**src/rtl/issue_div_fifo.sv**
```systemverilog
`default_nettype none
// ============================================================================
// Module      : issue_div_fifo (with package issue_div_fifo_pkg)
// Description : Small first-word-fall-through FIFO between the issue stage and
//               the iterative divider. Pointers carry an extra wrap bit so that
//               full and empty are told apart without a separate counter.
//               A commit-stage flush empties the queue in one cycle.
// Ports       : clk, rst                       - clock, sync active-high reset
//               issue_div_fifo_data_in/_push   - write side (issue stage)
//               issue_div_fifo_full/_count     - occupancy status
//               issue_div_fifo_data_out/_valid - head entry (fall-through)
//               issue_div_fifo_pop             - read side (divider)
//               commit_feedback_pack           - flush from commit stage
// Revision    : 1.0 - initial release
// ============================================================================

package issue_div_fifo_pkg;

    // Operation handed from issue to the divider.
    typedef struct packed {
        logic        valid;
        logic [6:0]  rob_id;
        logic [4:0]  rd;
        logic [3:0]  op;
        logic [31:0] rs1_value;
        logic [31:0] rs2_value;
    } issue_execute_pack_t;

    // Commit-stage feedback; only the flush request matters here.
    typedef struct packed {
        logic enable;
        logic flush;
    } commit_feedback_pack_t;

endpackage

module issue_div_fifo
    import issue_div_fifo_pkg::*;
#(
    parameter int DEPTH = 4
) (
    input  logic                          clk,
    input  logic                          rst,
    input  issue_execute_pack_t           issue_div_fifo_data_in,
    input  logic                          issue_div_fifo_push,
    output logic                          issue_div_fifo_full,
    output logic [$clog2(DEPTH):0]        issue_div_fifo_count,
    output issue_execute_pack_t           issue_div_fifo_data_out,
    output logic                          issue_div_fifo_data_out_valid,
    input  logic                          issue_div_fifo_pop,
    input  commit_feedback_pack_t         commit_feedback_pack
);

    localparam int c_IDX_W = $clog2(DEPTH);
    localparam int c_PTR_W = c_IDX_W + 1;

    // Storage is deliberately not reset: the pointers alone define content.
    issue_execute_pack_t r_mem [DEPTH];

    logic [c_PTR_W-1:0] r_wptr;
    logic [c_PTR_W-1:0] r_rptr;

    logic               w_flush;
    logic               w_empty;
    logic               w_full;
    logic               w_push_acc;
    logic               w_pop_acc;
    logic [c_IDX_W-1:0] w_widx;
    logic [c_IDX_W-1:0] w_ridx;

    assign w_widx  = r_wptr[c_IDX_W-1:0];
    assign w_ridx  = r_rptr[c_IDX_W-1:0];
    assign w_flush = commit_feedback_pack.enable & commit_feedback_pack.flush;

    // Same index with differing wrap bits means the writer lapped the reader.
    assign w_empty = (r_wptr == r_rptr);
    assign w_full  = (w_widx == w_ridx) && (r_wptr[c_IDX_W] != r_rptr[c_IDX_W]);

    // Acceptance uses the registered full/empty state, so a pop in the same
    // cycle never frees room for a push, and a push into an empty queue is
    // not poppable until the following cycle.
    assign w_push_acc = issue_div_fifo_push & ~w_full  & ~w_flush;
    assign w_pop_acc  = issue_div_fifo_pop  & ~w_empty & ~w_flush;

    always_ff @(posedge clk) begin
        if (rst) begin
            r_wptr <= '0;
            r_rptr <= '0;
        end else if (w_flush) begin
            r_wptr <= '0;
            r_rptr <= '0;
        end else begin
            if (w_push_acc) begin
                r_wptr <= r_wptr + c_PTR_W'(1);
            end
            if (w_pop_acc) begin
                r_rptr <= r_rptr + c_PTR_W'(1);
            end
        end
    end

    always_ff @(posedge clk) begin
        if (w_push_acc && !rst) begin
            r_mem[w_widx] <= issue_div_fifo_data_in;
        end
    end

    // All outputs depend on registered pointers only.
    assign issue_div_fifo_full           = w_full;
    assign issue_div_fifo_count          = r_wptr - r_rptr;
    assign issue_div_fifo_data_out_valid = ~w_empty;
    assign issue_div_fifo_data_out       = w_empty ? '0 : r_mem[w_ridx];

endmodule

`default_nettype wire

```
**config.mk**
```make
export PLATFORM = sky130hd
export DESIGN_NAME = issue_div_fifo
export DESIGN_NICKNAME = d
export VERILOG_FILES = /design/src/rtl/issue_div_fifo.sv
export SDC_FILE = /design/constraint.sdc
export NUM_CORES = 1
export LEC_CHECK = 0
export ABC_AREA = 1
export BUFFER_PORTS_ARGS = -buffer_cell sky130_fd_sc_hd__buf_4
export CAP_MARGIN = 20
export CORE_ASPECT_RATIO = 1.4
export CORE_MARGIN = 4
export CORE_UTILIZATION = 50
export CTS_BUF_LIST = sky130_fd_sc_hd__clkbuf_8 sky130_fd_sc_hd__clkbuf_16
export DETAILED_ROUTE_END_ITERATION = 8
export GPL_ROUTABILITY_DRIVEN = 0
export MAX_ROUTING_LAYER = met4
export PLACE_DENSITY = 0.71
export SETUP_SLACK_MARGIN = 0.1
export SYNTH_ARGS = -nofsm -noshare
export SYNTH_HDL_FRONTEND = slang
export SYNTH_SLANG_ARGS = --single-unit
```
**constraint.sdc**
```tcl
create_clock -name clk -period 9.95 [get_ports clk]
set_input_delay 1.99 -clock clk [delete_from_list [all_inputs] [get_ports clk]]
set_output_delay 1.99 -clock clk [all_outputs]
set_load 0.03 [all_outputs]
```
# Yosys cells after proc, flatten, opt, wreduce, memory -nomap -nowiden
# Memory sizes are Yosys's and may differ from the RTL's. A register that Yosys moved wholly into a read port is not among the register bits.
# Index checks and enable logic that the tools add are counted.
# classes
add_sub_neg	3
n_eq_ne	3
n_mux	5
n_bitwise	8
n_reduce_logical	4
# ops
operator	n
81-bit 2-to-1 mux	1
3-bit by 1-bit adder with 3-bit output, second input constant	2
1-bit AND	5
2-bit 2-to-1 mux	2
3-bit == test	1
1-bit inverter	3
3-bit subtractor	1
2-bit == test	1
1-bit logical AND	2
1-bit 2-to-1 mux	2
2-bit OR reduction	1
1-bit logical NOT	1
1-bit inequality test	1
# word_totals
reg_bits	6
mem_bits_rw	324
inputBits	87
output_inout_bits	86
wordCells	26
n_memories	1
# memory_table
name	words	word_bits	read_ports	rd_ports_with_merged_regs	wr	line_no	source
r_mem	4	81	1	1	1	58	issue_execute_pack_t r_mem [DEPTH];

# Logic depth before layout (Yosys ltp)
# depth
depth_word	8
ltp_mapped	9
depth_no_buf	9

# Worst setup path after synthesis
# OpenSTA, ideal clock, no wires.
# synth_timing
kind	input-to-reg
startpoint	input port commit_feedback_pack[1] (netlist bit)
endpoint	memory r_mem[0][0] (netlist bit), enable pin
setup_time_ps	638
arrival_time_ps	8385
path_slack_ps	927
path_stages	5
path_cell_list	nand2_1 -> inv_1 -> nor2_1 -> nand2_1 -> nor3b_1
# synth_between
elab_chain_cells	6
# synth_rtl
item	line_no	source
start: declaration	51	input commit_feedback_pack_t commit_feedback_pack
1-bit AND	73	assign w_flush = commit_feedback_pack.enable & commit_feedback_pack.flush;
1-bit inverter	82	assign w_push_acc = issue_div_fifo_push & ~w_full & ~w_flush;
1-bit AND	82	
1-bit logical AND	103	if (w_push_acc && !rst) begin
1-bit 2-to-1 mux	103	
1-bit 2-to-1 mux (not written as such)	104	r_mem[w_widx] <= issue_div_fifo_data_in;
end: declaration	58	
# Every way passes these cells.

==> impl_metrics.yaml <==
run:
  drv_cap: 0
sta:
  fin_crit_sh_pct: 53.5
  finalSetupViolCount: 0
  rsz0062_at_grt: "no"
  worst_slew_pin_slew_ps: 1130
  fin_setup_tns_ps: 0
  clock_skew_ps: 6.91
  hold_viol_final: 0
  fmax_mhz: 188
  maxSlewViolCount: 0
  min_period_ps: 5320
  relSlewSlack_pct: 24.9
floorplanning:
  io_pins: 173
  die_w_um: 145
  fp-row-count: 69
  start_util_pct: 51.0
  die_y_um: 199
  core-area_um2: 25600
  dieArea_um2: 28800
synthesis:
  syn-instance-count: 1028
  syn_nets: 1123
  yosysWarnings: 0
  yosysSeqAreaShare_pct: 75.8
  syn_avg_cell_area_um2: 12.7
  ys_seq_elements: 332
  synth_cell_types: 25
  syn_area_um2: 13000
final_layout:
  nFillCells: 1952
  nNetsFinal: 1279
  final_common_cell: "nor2_1"
  area_growth_pct: 18.9
  layout_common_cells: "nor2_1 (331), edfxtp_1 (324), buf_4 (184), a21oi_1 (86), o21ai_0 (82)"
  drive_above_1_share_pct: 19.8
grt:
  track_usage_pct: 20.1
  grt_max_degree: 101
  grt_pass1_vias: 8112
  grt_overflow: 0
  antenna_found_initial: 3
  grt_pass1_wl_mm: 43.3
setup_path:
  crit_chain: "inv_4 > buf_4 > o21ai_0 > a21oi_1 > buf_4"
  cpLargestDelayFamily: "buffers and inverters"
  path_max_fanout: 98
  r2r-end: "r_mem[2][75]"
  rr_startpoint: "r_wptr[0]"
  crit_type: "flop to output port"
  reg2reg_setup_slack_ps: 7340
  critPathLaunchType: "flop"
  critPathArrivalTime_ps: 3330
  cpPeakStageDelay_ps: 850
  critPathBufInv: 3
  rr_worst_depth: 8
  crit_required_ps: 7960
  slowest_stage: "buf_4"
  worst_path_most_repeated_cell: "buf_4"
  crit_path_end_kind: "output port"
cts:
  cts_tree: "yes"
  clock_latency_ps: 540
  cts_resized: 0
  cts-root-buf: "clkbuf_16"
  cts.path.max_buffers: 3
  post_cts_buffers: 0
  path_clk_slew_ps: 60
  clock-sinks: 332
  cts-hold-fix-buffers: 0
  cts_buffers: 29
  h-tree-depth: 1
detailed_routing:
  detail_route.first_pass.iterations: 5
  routed_via_density: 5.41
  ant_nets: 0
  drcViolationCount: 0
  drtIter0Drc: 528
  drt-total-wl_mm: 28.9
  routedWlPerCell_um: 18.9
  route.vias.total: 8279
power_and_ir_drop:
  leakagePower_nw: 5.59
  powerDensity_nw_per_um2: 196
  total_power_mw: 3.05
  ir_drop_v: 0.000201
placement:
  dp_hpwl_mm: 15.9
  numPortBuffers: 172
min_path:
  whs_endpoint: "r_wptr[0]"
  whs_path_depth: 2
  hold_path_class: "flop to flop"
  holdCritStartpoint: "r_wptr[0]"
status:
  outcome: "complete, no violations"
synthesized netlist by cell type:
library cell	n	area, um^2
nand2_4	1	11.3
o21ai_1	80	400
xnor2_1	1	8.76
clkbuf_1	16	60.1
inv_4	1	6.26
clkbuf_2	1	5.00
o21ai_0	82	410
buf_6	10	113
nand3b_1	1	7.51
buf_1	6	22.5
nand3_1	6	30.0
inv_2	3	11.3
nor3b_1	3	22.5
fa_1	1	20.0
buf_4	1	7.51
dfxtp_1	8	160
nor2_1	331	1240
inv_1	14	52.6
a21oi_1	86	430
nor3_1	1	5.00
ha_1	7	87.6
buf_2	26	130
nand2_2	1	6.26
nand2_1	17	63.8
edfxtp_1	324	9730
worst max path at each step:
stage	start	endpoint	slack [ps]	depth (start not counted)
finish	flop	issue_div_fifo_data_out[66]	4630	5
global route	flop	issue_div_fifo_data_out[50]	4380	5
CTS	flop	issue_div_fifo_data_out[36]	4050	6
detailed placement	flop	issue_div_fifo_data_out[36]	4610	6
global placement	flop	issue_div_fifo_data_out[36]	4650	6
floorplan	commit_feedback_pack[1]	r_mem[0][0]	930	5
worst min-delay path, delay by kind of cell, from the launching register on:
kind	cells	cell delay [ps]
flip-flops	1	330
AND/OR/NAND/NOR	1	70
AO/OA/AOI/OAI	1	50
layer usage:
| layer | track usage [%] | part of all wire [%] | up-vias |
|---|---|---|---|
| met4 | 6.22 | 2.6 | 0 |
| met2 | 34.6 | 51 | 250 |
| li1 | - | - | 3949 |
| met5 | - | 0 | - |
| met3 | 3.16 | 6.3 | 51 |
| met1 | 24.6 | 40 | 4029 |
where the power goes:
group | internal [mW] | total (mW) | switching [mW]
clock network | 0.636 | 1.11 | 0.474
logic | 0.118 | 0.365 | 0.247
registers | 1.56 | 1.57 | 0.0121
total | 2.31 | 3.05 | 0.733
state kept, by name, summed over array words and instances, names as in the netlist, named ones only:
| name | flops |
|---|---|
| r_wptr | 3 |
| r_mem | 324 |
| r_rptr | 3 |
logic make-up after synthesis:
group	synth area share [%]
buffers and inverters	3.13
AND/OR/NAND/NOR	10.6
AO/OA/AOI/OAI	9.52
flip-flops	75.8
XOR/XNOR	0.0672
adder cells (fa/ha/maj)	0.825
area by class of cell:
type                            instances  area (um^2)  area share, %
Multi-Input combinational cell        618         2770           17.8
Clock inverter                         24          225           1.45
Antenna cell                            4         10.0         0.0646
Timing Repair Buffer                  185         1410           9.09
Tap cell                              319          399           2.57
Clock buffer                           29          726           4.68
Inverter                               18         72.6          0.468
Sequential cell                       332         9900           63.8
metrics by stage:
| step | utilization, % | setup slack (ps) | hold WS (ps) | area, um^2 | cells |
|---|---|---|---|---|---|
| final | 60.7 | 4630 | 504 | 15500 | 1529 |
| after global routing | 60.7 | 4380 | 534 | 15500 | 1528 |
| after CTS | 60.5 | 4050 | 507 | 15500 | 1524 |
| after detailed placement | 56.8 | 4610 | 497 | 14500 | 1471 |
| after global placement | 56.8 | 4650 | 489 | 14500 | 1471 |
| after floorplan | - | 927 | 475 | 13000 | 1028 |
Power figures use the tool's default switching activity.
